==> src/rtl/zero_run_scanner_if.sv <==
// Handshake bundle for zero_run_scanner: request side (word, direction,
// polarity) and result side (run length, all-match flag).
interface zero_run_scanner_if #(
   parameter int IN_W  = 32,
   parameter int OUT_W = $clog2(IN_W + 1)
);
   logic             in_valid;
   logic             in_ready;
   logic [IN_W-1:0]  in;
   logic             dir;
   logic             polarity;
   logic             out_valid;
   logic             out_ready;
   logic [OUT_W-1:0] out;
   logic             all_match;

   // Requester / result consumer side
   modport master (
      output in_valid, in, dir, polarity, out_ready,
      input  in_ready, out_valid, out, all_match
   );

   // Scanner side
   modport slave (
      input  in_valid, in, dir, polarity, out_ready,
      output in_ready, out_valid, out, all_match
   );
endinterface

==> src/rtl/zero_run_scanner.sv <==
// zero_run_scanner: multi-cycle run-length counter. Counts the run of 0s or 1s
// at the MSB (dir=0) or LSB (dir=1) end of an IN_W-bit word, CHUNK_W bits per
// clock. The word is inverted on capture when counting 1s, so the scan datapath
// only ever counts zeros.
// Optional build macro: ZERO_RUN_EARLY_EXIT_EN -- leave SCAN as soon as a
// chunk is not entirely zero instead of always walking all NCHUNK chunks.
// Results are identical either way; only latency differs.
module zero_run_scanner #(
   parameter int IN_W    = 32,
   parameter int CHUNK_W = 8,
   parameter int OUT_W   = $clog2(IN_W + 1)
) (
   input  logic                 clk,
   input  logic                 rst,
   zero_run_scanner_if.slave    bus
);

   localparam int NCHUNK = IN_W / CHUNK_W;
   localparam int IDX_W  = (NCHUNK > 1) ? $clog2(NCHUNK) : 1;
   localparam int CW     = $clog2(CHUNK_W + 1);
   localparam int SH_W   = $clog2(IN_W) + 1;

   typedef enum logic [1:0] {
      S_IDLE = 2'd0,
      S_SCAN = 2'd1,
      S_DONE = 2'd2
   } state_t;

   state_t           r_state;
   logic [IN_W-1:0]  r_word;
   logic             r_dir;
   logic [OUT_W-1:0] r_acc;
   logic [IDX_W-1:0] r_idx;
   logic             r_broken;
   logic [OUT_W-1:0] r_out;
   logic             r_all_match;
   logic             r_out_valid;
   logic             r_in_ready;

   logic [SH_W-1:0]    w_shamt;
   logic [IN_W-1:0]    w_shifted;
   logic [CHUNK_W-1:0] w_chunk;
   logic [CHUNK_W-1:0] w_ord;
   logic [CW-1:0]      w_run;
   logic               w_hit;
   logic               w_full;
   logic               w_last;
   logic               w_exit;
   logic [OUT_W-1:0]   w_acc_nxt;

   assign bus.in_ready  = r_in_ready;
   assign bus.out_valid = r_out_valid;
   assign bus.out       = r_out;
   assign bus.all_match = r_all_match;

   // Bring the current chunk to a fixed position: LSB end for trailing scans,
   // MSB end for leading scans.
   assign w_shamt   = SH_W'(r_idx) * SH_W'(CHUNK_W);
   assign w_shifted = r_dir ? (r_word >> w_shamt) : (r_word << w_shamt);
   assign w_chunk   = r_dir ? w_shifted[CHUNK_W-1:0] : w_shifted[IN_W-1 -: CHUNK_W];

   // Order chunk bits so index 0 is always the scan-side edge.
   always_comb begin
      w_ord = w_chunk;
      if (!r_dir) begin
         for (int i = 0; i < CHUNK_W; i++) w_ord[i] = w_chunk[CHUNK_W-1-i];
      end
   end

   // Zero run inside the chunk, starting at the scan-side edge.
   always_comb begin
      w_run = '0;
      w_hit = 1'b0;
      for (int i = 0; i < CHUNK_W; i++) begin
         if (!w_hit) begin
            if (w_ord[i]) w_hit = 1'b1;
            else          w_run = w_run + CW'(1);
         end
      end
   end

   assign w_full    = (w_run == CW'(CHUNK_W));
   assign w_last    = (r_idx == IDX_W'(NCHUNK - 1));
   assign w_acc_nxt = r_broken ? r_acc : (r_acc + OUT_W'(w_run));

`ifdef ZERO_RUN_EARLY_EXIT_EN
   assign w_exit = w_last || (!r_broken && !w_full);
`else
   assign w_exit = w_last;
`endif

   // Control FSM with registered handshake and result outputs. in_ready stays
   // low through reset and rises on the first edge after release.
   always_ff @(posedge clk or posedge rst) begin
      if (rst) begin
         r_state     <= S_IDLE;
         r_word      <= '0;
         r_dir       <= 1'b0;
         r_acc       <= '0;
         r_idx       <= '0;
         r_broken    <= 1'b0;
         r_out       <= '0;
         r_all_match <= 1'b0;
         r_out_valid <= 1'b0;
         r_in_ready  <= 1'b0;
      end else begin
         case (r_state)
            S_IDLE: begin
               r_in_ready <= 1'b1;
               if (bus.in_valid && r_in_ready) begin
                  r_word     <= bus.in ^ {IN_W{bus.polarity}};
                  r_dir      <= bus.dir;
                  r_acc      <= '0;
                  r_idx      <= '0;
                  r_broken   <= 1'b0;
                  r_in_ready <= 1'b0;
                  r_state    <= S_SCAN;
               end
            end
            S_SCAN: begin
               r_acc <= w_acc_nxt;
               if (!r_broken && !w_full) r_broken <= 1'b1;
               if (w_exit) begin
                  r_out       <= w_acc_nxt;
                  r_all_match <= (w_acc_nxt == OUT_W'(IN_W));
                  r_out_valid <= 1'b1;
                  r_state     <= S_DONE;
               end else begin
                  r_idx <= r_idx + IDX_W'(1);
               end
            end
            S_DONE: begin
               if (bus.out_ready) begin
                  r_out_valid <= 1'b0;
                  r_in_ready  <= 1'b1;
                  r_state     <= S_IDLE;
               end
            end
            default: r_state <= S_IDLE;
         endcase
      end
   end

endmodule

==> src/flat_wrapper.sv <==
// flat-port wrapper written by rule: the top's interface ports become plain ports
module zero_run_scanner_flat 
#(
   parameter int IN_W    = 32,
   parameter int CHUNK_W = 8,
   parameter int OUT_W   = $clog2(IN_W + 1)
)
  (clk, rst, bus_in_valid, bus_in, bus_dir, bus_polarity, bus_out_ready, bus_in_ready, bus_out_valid, bus_out, bus_all_match);
  zero_run_scanner_if #(.IN_W(IN_W), .OUT_W(OUT_W)) bus_i ();
  input  logic clk;
  input  logic rst;
  input wire logic [$bits(bus_i.in_valid)-1:0] bus_in_valid;
  input wire logic [$bits(bus_i.in)-1:0] bus_in;
  input wire logic [$bits(bus_i.dir)-1:0] bus_dir;
  input wire logic [$bits(bus_i.polarity)-1:0] bus_polarity;
  input wire logic [$bits(bus_i.out_ready)-1:0] bus_out_ready;
  output wire logic [$bits(bus_i.in_ready)-1:0] bus_in_ready;
  output wire logic [$bits(bus_i.out_valid)-1:0] bus_out_valid;
  output wire logic [$bits(bus_i.out)-1:0] bus_out;
  output wire logic [$bits(bus_i.all_match)-1:0] bus_all_match;
  assign bus_i.in_valid = bus_in_valid;
  assign bus_i.in = bus_in;
  assign bus_i.dir = bus_dir;
  assign bus_i.polarity = bus_polarity;
  assign bus_i.out_ready = bus_out_ready;
  assign bus_in_ready = bus_i.in_ready;
  assign bus_out_valid = bus_i.out_valid;
  assign bus_out = bus_i.out;
  assign bus_all_match = bus_i.all_match;
  zero_run_scanner #(.IN_W(IN_W), .CHUNK_W(CHUNK_W), .OUT_W(OUT_W)) u_core (.clk(clk), .rst(rst), .bus(bus_i));
endmodule
==> config.mk <==
export PLATFORM = sky130hd
export DESIGN_NAME = zero_run_scanner_flat
export DESIGN_NICKNAME = d
export VERILOG_FILES = /design/src/rtl/zero_run_scanner_if.sv /design/src/rtl/zero_run_scanner.sv /design/src/flat_wrapper.sv
export SDC_FILE = /design/constraint.sdc
export NUM_CORES = 1
export LEC_CHECK = 0
export ABC_AREA = 1
export BUFFER_PORTS_ARGS = -buffer_cell sky130_fd_sc_hd__buf_2
export CAP_MARGIN = 10
export CORE_MARGIN = 4
export CORE_UTILIZATION = 47
export CTS_BUF_LIST = sky130_fd_sc_hd__clkbuf_16
export DETAILED_ROUTE_END_ITERATION = 7
export GPL_TIMING_DRIVEN = 0
export PLACE_DENSITY_LB_ADDON = 0.25
export SYNTH_ARGS = -nofsm -noshare
export SYNTH_HDL_FRONTEND = slang
export SYNTH_SLANG_ARGS = --single-unit
==> constraint.sdc <==
create_clock -name clk -period 12.6 [get_ports clk]
set_clock_uncertainty 0.15 [all_clocks]
set_input_delay 1.89 -clock clk [delete_from_list [all_inputs] [get_ports clk]]
set_output_delay 1.89 -clock clk [all_outputs]
set_load 0.05 [all_outputs]
==> reports/qor.txt, run 1 <==
Final hold violations: 0
Skew-Pair Late Insertion Delay: 0.29 ns
Crit path launch type: register
Clock root cell: clkbuf_16
Sequential share of the synthesized area: 36.1%
Mapped Area: 0.00368 mm^2
Placed cells: 648
Setup TNS: 0 ns
Final period util: 43.4%
Pwr dens: 294 mW/mm^2
Gpl congestion: 0.888
Largest net degree at the start of global routing: 40
Worst vdd ir: 0.102 mV
Post-layout net count: 606
#FFs+latches synth: 53
Post-synthesis cell type count: 37
RSZ-0062 raised after global routing: no
Cts hold-fix bufs: 0
Wirelength, routed: 8770 um
Worst hold path class: register to register
Pleak: 2.16 nW
Hpwl dp: 6700 um
# fillers: 721
Post-route insts no fill: 656
Post-CTS sizing: 0
Via count: 3,383
Die height: 96.5 um
Worst path arrival time: 5.50 ns
CP Data Required Time: 12.63 ns
Cells after synthesis: 503
Antenna violations before repair: 0
Most common cell after layout, fill and taps aside: nand2_1
Synth Warn #: 0
Initial DRC Count: 245
CP max stage delay: 0.41 ns
Syn_area_per_cell: 7.31 um^2
CTS H-tree depth: 2
Area Overhead vs Synth: 14.1%
TritonRoute pass-1 iters: 5
Maxcap violations: 0
Worst-Margin Slew: 0.789 ns
Critical path type: register to register
Initial Util: 49.6%
CTS tree: built
Commonest non-fill, non-tap cells in the layout: 147 x nand2_1, 59 x inv_1, 57 x o21ai_0
Post-DRT Antenna Nets: 0
Tmin final: 5.47 ns
Syn_nets: 553
Clock tree sinks: 53
Worst-case clock buffer depth: 2
Cell row count: 31
Final setup fails: 0
DR WL/cell: 13.4 um
Share of cells above drive strength 1: 15.4%
Die width: 96.5 um
Grt total ovfl: 0
Crit-path most repeated cell: nand2_1
Worst-path clk slew: 0.07 ns
I/O pin count: 47
CP endpoint kind: register
Vias per cell: 5.16
Max Fclk: 183 MHz
Global-route wire length before repair: 14,800 um
Drt drc: 0
Postcts setup bufs: 0
Vias in the first global route: 3,232
Slew Viols, Final: 0
CP max stage cell: dfrtp_1
Max Fanout on Critical Path: 10
CORE AREA: 0.00741 mm^2
All-Layer GR Usage: 20.3%
Run status: completed
Die footprint: 0.00930 mm^2
Relative slew slack: 47.0%
Port bufs: 45
CTS buffer count: 5
Ant. Diodes: 0
[layer usage]
metal	global-route usage (%)	share of wire, %	vias to the layer above
li1	-	-	1706
met1	28.0	46	1569
met2	33.2	47	94
met3	3.02	5.0	14
met4	5.61	1.5	0
met5	0	0	-
[final timing paths]
check | from | endpoint | depth (start not counted) | slack, ns
setup / recovery | u_core.r_idx[0] | u_core.bus.all_match | 37 | 7.13
hold / removal | u_core.bus.out_valid | u_core.bus.out_valid | 2 | 0.33
setup reg to reg | u_core.r_idx[0] | u_core.bus.all_match | 37 | 7.13
hold reg to reg | u_core.bus.out_valid | u_core.bus.out_valid | 2 | 0.33
max in group asynchronous | rst | u_core.r_word[29] | 3 | 10.39
min in group asynchronous | rst | u_core.r_word[16] | 2 | 1.40
[power breakdown]
part           total, mW  internal (mW)  switching [mW]
sequential         0.297          0.248          0.0484
clock              0.136         0.0740          0.0616
combinational      0.800          0.266           0.534
[layout make-up]
class	count	area [um^2]	share of cell area, %
flip-flops and latches	53	1330	31.6
clock buffers	5	125	2.98
clock inverters	3	22.5	0.537
well taps	99	124	2.95
repair buffers	46	245	5.85
multi-input cells	359	1950	46.4
plain buffers	23	146	3.49
inverters	68	258	6.15
[state kept, by name, indices dropped and copies added, names as in the netlist]
signal / flops
u_core.r_acc: 6
u_core.bus.all_match: 1
u_core.bus.in_ready: 1
u_core.bus.out_valid: 1
u_core.r_broken: 1
u_core.bus.out: 6
u_core.r_state: 2
u_core.r_word: 32
u_core.r_dir: 1
u_core.r_idx: 2
[synthesized netlist by cell type (all sizes together)]
master	n	area share, %
a21oi	16	2.2
a31oi	4	0.68
buf	15	3.2
clkbuf	8	0.82
clkinv	3	0.31
dfrtp	53	36
fa	1	0.54
ha	11	3.7
inv	65	6.7
mux2	1	0.31
nand2	150	16
nand3	45	6.7
nand4	3	0.51
nor2	18	3.2
nor3	1	0.14
o21ai	68	9.7
o21bai	1	0.20
o22ai	3	0.51
o41ai	1	0.24
or2	1	0.17
xnor2	6	1.4
xor2	29	6.9
[critical path, delay by kind of cell, from the launching register on]
family	cells	cell delay [ns]
fa+ha+maj	5	1.39
xor+xnor	1	0.24
buf+inv	8	0.59
compound gates	6	1.21
simple gates	17	1.36
flops	1	0.41
[cell families after synthesis]
| logic type | synth area share [%] |
|---|---|
| compound gates | 13.5 |
| xor+xnor | 8.34 |
| fa+ha+maj | 4.29 |
| buf+inv | 11.0 |
| flops | 36.1 |
| mux | 0.306 |
| simple gates | 26.5 |
[stage by stage]
| step | cell area (um^2) | hold slack, ns | utilization, % | power (mW) | setup slack (ns) |
|---|---|---|---|---|---|
| after CTS | 4190 | 0.329 | 56.6 | 1.23 | 7.12 |
| after global routing | 4190 | 0.351 | 56.6 | 1.36 | 6.56 |
| final | 4190 | 0.326 | 56.6 | 1.23 | 7.13 |
| after global placement | 4030 | 0.304 | 54.3 | 1.07 | 7.19 |
| after floorplan | 3680 | 0.319 | - | 0.913 | 7.78 |
| after detailed placement | 4050 | 0.313 | 54.6 | 1.09 | 7.16 |
Power figures use the tool's default switching activity.
==> run 2: changes to the inputs <==
==> constraint.sdc (replaced) <==
create_clock -name clk -period 4.77 [get_ports clk]
set_clock_uncertainty 0.15 [all_clocks]
set_input_delay 0.7155 -clock clk [delete_from_list [all_inputs] [get_ports clk]]
set_output_delay 0.7155 -clock clk [all_outputs]
set_load 0.05 [all_outputs]
==> reports/qor.txt, run 2 (synthesis results as in run 1) <==
Run status: finished with violations
Violations in the final reports: negative setup slack
Design area: 0.00473 mm^2 (+13%)
Die width: 96.5 um (unchanged)
CTS H-tree depth: 2 (unchanged)
Number of flip-flops in the largest register: 32 (unchanged)
Critical path type: register to register
Most common cell after layout, fill and taps aside: nand2_1
Largest net degree at the start of global routing: 30 (-25%)
Placed Instance Area: 0.00405 mm^2 (about the same)
Wirelength, routed: 9880 um (+13%)
Share of cells above drive strength 1: 28.6% (+13 points)
Final hold violations: 0 (unchanged)
R2r setup slk: -0.14 ns (-7.27 ns)
All-Layer GR Usage: 22.4% (+2.2 points)
CP Launch Point: u_core.r_idx[0]
Slew Viols, Final: 0 (unchanged)
RSZ-0062 raised after global routing: yes
Relative slew slack: 45.1% (-1.9 points)
Max Fanout on Critical Path: 5 (-5)
TritonRoute pass-1 iters: 7 (+2)
Vias per cell: 5.21 (+1.1%)
Die height: 96.5 um (unchanged)
Setup slack after layout: -0.139 ns (-7.27 ns)
Crit-path most repeated cell: nand2_2
Tmin final: 4.91 ns (-0.558 ns)
Cell row count: 31 (unchanged)
DR WL/cell: 14.5 um (+8.2%)
Hpwl dp: 6750 um (+0.85%)
Crit path launch type: register
Worst-case clock buffer depth: 2 (unchanged)
Global-route wire length before repair: 16,300 um (+9.8%)
Port bufs: 45 (unchanged)
Worst hold path class: register to register
CP max stage delay: 0.42 ns (about the same)
Post-layout net count: 633 (+4.5%)
Worst-Margin Slew: 0.817 ns (+0.0284 ns)
Initial Util: 49.6% (unchanged)
Skew-Pair Late Insertion Delay: 0.29 ns (about the same)
Min-delay src: u_core.bus.out_valid
Max Fclk: 204 MHz (+11%)
Worst path arrival time: 4.94 ns (-0.56 ns)
Grt total ovfl: 0 (unchanged)
Clock tree sinks: 53 (unchanged)
Clock root cell: clkbuf_16
Worst-path clk slew: 0.07 ns (about the same)
CP endpoint kind: register
Top reg by flops: u_core.r_word
Antenna violations before repair: 0 (unchanged)
Via count: 3,560 (+5.2%)
Area Overhead vs Synth: 28.6%
Worst r2r src: u_core.r_idx[0]
CTS tree: built
Commonest non-fill, non-tap cells in the layout: 128 x nand2_1, 54 x o21ai_0, 53 x dfrtp_1
Post-DRT Antenna Nets: 0 (unchanged)
Maxcap violations: 0 (unchanged)
Vias in the first global route: 3,437 (+6.3%)
CP max stage cell: dfrtp_1
CTS buffer count: 5 (unchanged)
Gpl congestion: 0.888 (about the same)
CORE AREA: 0.00741 mm^2 (unchanged)
Final setup fails: 3 (+3)
I/O pin count: 47 (unchanged)
Final period util: 103% (+60 points)
Finished Core Util: 63.8% (+7.2 points)
Drt drc: 0 (unchanged)
Initial DRC Count: 349 (+42%)
# fillers: 660 (-8.5%)
Die footprint: 0.00930 mm^2 (unchanged)
Ant. Diodes: 0 (unchanged)
CP Data Required Time: 4.80 ns (-7.83 ns)
==> run 2: stage by stage <==
step,hold WS [ns],setup TNS [ns],std cells,worst slack (ns)
3_5_place_dp,0.307,-3.21,648,-0.604
2_1_floorplan,0.319,0,503,0.0276
6_report,0.319,-0.213,683,-0.139
3_3_place_gp,0.304,-2.20,647,-0.533
4_1_cts,0.324,-0.298,672,-0.158
5_1_grt,0.349,-1.40,683,-0.346
==> run 2: area by class of cell <==
| cell class | count | area [um^2] | share of cell area [%] |
|---|---|---|---|
| multi-input cells | 359 | 2220 | 47.0 |
| flip-flops and latches | 53 | 1330 | 28.0 |
| well taps | 99 | 124 | 2.62 |
| plain buffers | 23 | 153 | 3.23 |
| clock buffers | 5 | 125 | 2.65 |
| repair buffers | 73 | 494 | 10.5 |
| inverters | 68 | 265 | 5.61 |
| clock inverters | 3 | 18.8 | 0.397 |
==> run 2: metal layers <==
| layer | track usage (%) | wire length (um) | vias up |
|---|---|---|---|
| met5 | 0 | 0 | - |
| met1 | 30.2 | 4220 | 1665 |
| met3 | 2.17 | 533 | 24 |
| met2 | 38.1 | 4910 | 108 |
| li1 | - | - | 1763 |
| met4 | 7.36 | 214 | 0 |
==> run 2: what timing repair did <==
| item | 4_1_cts | 5_1_grt |
|---|---|---|
| hold buffers | 0 | 0 |
| gates cloned | 0 | 2 |
| setup buffers | 16 | 10 |
| pin swaps | 25 | 29 |
| gates resized for setup | 38 | 36 |
| setup endpoints to repair | 11 | 11 |
==> run 2: final timing paths <==
| check | endpoint | depth (start not counted) |
|---|---|---|
| min in group asynchronous | u_core.r_word[16] | 2 |
| hold / removal | u_core.bus.out_valid | 2 |
| hold reg to reg | u_core.bus.out_valid | 2 |
| max in group asynchronous | u_core.r_word[0] | 3 |
| setup reg to reg | u_core.bus.out[5] | 37 |
| setup / recovery | u_core.bus.out[5] | 37 |
==> run 2: critical path: cells and delay by family, from the launching register on <==
kind                       cells  cell delay, ns
buffers and inverters         10            0.85
DFF                            1            0.42
and+or+nand+nor               17            1.41
xor gates and xnor gates       1            0.17
adders and majority gates      5            1.24
muxes                          1            0.26
AOI/OAI and AO/OA              3            0.28
Power of run 2 is not shown: default switching activity piles up to over one toggle a cycle in this logic, so the estimate is an artifact.
==> run 3: changes to the inputs <==
--- a/config.mk
+++ b/config.mk
@@ -5,7 +5,7 @@
 export SDC_FILE = /design/constraint.sdc
 export NUM_CORES = 1
 export LEC_CHECK = 0
-export ABC_AREA = 1
+export ABC_AREA = 0
 export BUFFER_PORTS_ARGS = -buffer_cell sky130_fd_sc_hd__buf_2
 export CAP_MARGIN = 10
 export CORE_MARGIN = 4
@@ -14,6 +14,7 @@
 export DETAILED_ROUTE_END_ITERATION = 7
 export GPL_TIMING_DRIVEN = 0
 export PLACE_DENSITY_LB_ADDON = 0.25
+export SETUP_SLACK_MARGIN = 0.02
 export SYNTH_ARGS = -nofsm -noshare
 export SYNTH_HDL_FRONTEND = slang
 export SYNTH_SLANG_ARGS = --single-unit
==> reports/qor.txt, run 3 <==
Share of cells above drive strength 1: 32.5% (+3.9 points)
# fillers: 648 (-1.8%)
Worst-Margin Slew: 0.723 ns (-0.0940 ns)
Gpl congestion: 0.805 (-9.3%)
Worst r2r src: u_core.r_dir
Global-route wire length before repair: 13,400 um (-17%)
Setup slack after layout: -0.697 ns (-0.558 ns)
Pwr dens: 852 mW/mm^2
CTS H-tree depth: 2 (unchanged)
CP endpoint kind: register
CTS buffer count: 5 (unchanged)
Die footprint: 0.00884 mm^2 (-5.0%)
Final setup fails: 11 (+8)
Worst path arrival time: 5.45 ns (+0.51 ns)
Relative slew slack: 51.8% (+6.7 points)
Count leader, synth: dfrtp_1
Initial DRC Count: 195 (-44%)
Final period util: 115% (+12 points)
CP top delay family: adder cells
Place WS: -0.805 ns (-0.201 ns)
Area Overhead vs Synth: 25.3%
Vias per cell: 5.46 (+4.7%)
TritonRoute pass-1 iters: 4 (-3)
Hpwl dp: 5820 um (-14%)
DR WL/cell: 16.0 um (+11%)
Drt drc: 0 (unchanged)
Commonest non-fill, non-tap cells in the layout: 53 x dfrtp_1, 47 x buf_2, 45 x nor2_1
Violations in the final reports: negative setup slack
Wirelength, routed: 8350 um (-16%)
Cell row count: 31 (unchanged)
Max Fclk: 183 MHz (-10%)
Final hold violations: 0 (unchanged)
Vias in the first global route: 2,773 (-19%)
Post-synth top area share: 38.2% (+2.1 points)
Slew Viols, Final: 0 (unchanged)
CP Launch Point: u_core.r_dir
Antenna violations before repair: 0 (unchanged)
Port bufs: 45 (unchanged)
Syn_area_per_cell: 10.1 um^2 (+39%)
Grt total ovfl: 0 (unchanged)
Skew-Pair Late Insertion Delay: 0.28 ns (about the same)
#FFs+latches synth: 53 (unchanged)
Worst-case clock buffer depth: 2 (unchanged)
CP Data Required Time: 4.75 ns (-0.05 ns)
CP max stage cell: mux4_2
CORE AREA: 0.00721 mm^2 (-2.6%)
Final hold slack: 0.238 ns (-0.0807 ns)
Run status: finished with violations
Worst-path clk slew: 0.07 ns (about the same)
Ant. Diodes: 0 (unchanged)
Synth Warn #: 0 (unchanged)
EDFF count, synth: 0 (unchanged)
Sequential share of the synthesized area: 38.2% (+2.1 points)
Area contributors post-synth: dfrtp_1 38%, xnor2_1 9.3%, mux4_1 6.8%, a21oi_1 6.3%, nor2_1 5.2%
I/O pin count: 47 (unchanged)
Maxcap violations: 0 (unchanged)
Via count: 2,843 (-20%)
RSZ-0062 raised after global routing: yes
CTS tree: built
Post-DRT Antenna Nets: 0 (unchanged)
Crit-path most repeated cell: inv_2
Max Fanout on Critical Path: 7 (+2)
Top reg by flops: u_core.r_word
Largest net degree at the start of global routing: 40 (+33%)
Clock root cell: clkbuf_16
Tmin final: 5.47 ns (+0.558 ns)
Async SR Flop Fraction: 100% (unchanged)
Synth cell count leaders: 53 x dfrtp_1, 48 x nor2_1, 44 x a21oi_1, 37 x xnor2_1, 25 x nand2_1
Post-layout net count: 471 (-26%)
Mapped Area: 0.00348 mm^2 (-5.5%)
Critical path type: register to register
Die width: 94.0 um (-2.6%)
Worst vdd ir: 0.361 mV
Most common cell after layout, fill and taps aside: dfrtp_1
Die height: 94.0 um (-2.6%)
CP max stage delay: 0.52 ns (+0.10 ns)
Clock tree sinks: 53 (unchanged)
Crit path launch type: register
Buf/Inv on CP: 8 (-2)
Cells after synthesis: 343 (-32%)
Synth area leader: dfrtp_1
Post-synthesis cell type count: 48 (+30%)
Pleak: 1.89 nW
Main synth FF type: dfrtp_1
Initial Util: 48.2% (-1.5 points)
Worst hold path class: input port to async pin
All-Layer GR Usage: 19.2% (-3.2 points)
Number of flip-flops in the largest register: 32 (unchanged)
Syn_nets: 393 (-29%)
==> run 3: power by group <==
part           internal (mW)  switching [mW]  leakage, nW
logic                   1.24            1.33         1.19
clock network          0.189           0.154       0.0776
registers              0.639           0.165        0.622
total                   2.06            1.65         1.89
==> run 3: worst paths after layout <==
check	cells past startpoint	end	slack, ns
hold reg to reg	2	u_core.bus.out[0]	0.33
setup reg to reg	30	u_core.r_acc[3]	-0.70
hold / removal	2	u_core.bus.out[5]	0.24
min in group clk	2	u_core.bus.out[0]	0.33
setup / recovery	30	u_core.r_acc[3]	-0.70
max in group asynchronous	3	u_core.r_word[18]	3.72
==> run 3: logic make-up after synthesis <==
logic type / after synthesis / share of synthesized area (%)
AOI/OAI and AO/OA: 82 / 14.1
buffers and inverters: 31 / 4.75
muxes: 33 / 16.7
adders and majority gates: 12 / 4.54
DFF: 53 / 38.2
and+or+nand+nor: 94 / 12.2
xor gates and xnor gates: 38 / 9.58
==> run 3: area by class of cell <==
cell class,count,area [um^2],share of cell area (%)
well taps,99,124,2.84
multi-input cells,259,2160,49.5
flip-flops and latches,53,1330,30.4
inverters,11,41.3,0.948
plain buffers,20,128,2.93
repair buffers,71,444,10.2
clock buffers,5,125,2.87
clock inverters,3,11.3,0.258
==> run 3: metal layers <==
layer | share of wire (%) | wire length [um] | up-vias | GRT usage [%]
met5 | 0 | 0 | - | 0
met4 | 0.71 | 59 | 0 | 3.61
met3 | 3.2 | 268 | 7 | 1.92
met2 | 51 | 4230 | 59 | 33.2
met1 | 45 | 3780 | 1404 | 26.5
li1 | - | - | 1373 | -
==> run 3: repair_timing <==
action / 4_1_cts / 5_1_grt
endpoints found under the setup margin: 11 / 12
hold buffers: 0 / 0
buffers inserted: 20 / 5
gates resized for setup: 18 / 11
pin swaps: 25 / 25
==> run 3: through the flow <==
stage	std cells	TNS [ns]	util, %	instance area, um^2	power [mW]
after floorplan	343	-1.31	-	3560	2.44
after global placement	487	-4.47	54.1	3910	2.79
after detailed placement	488	-5.52	54.4	3930	2.86
after CTS	516	-4.50	59.2	4270	3.51
after global routing	521	-8.93	60.4	4360	3.97
final	521	-5.40	60.4	4360	3.71
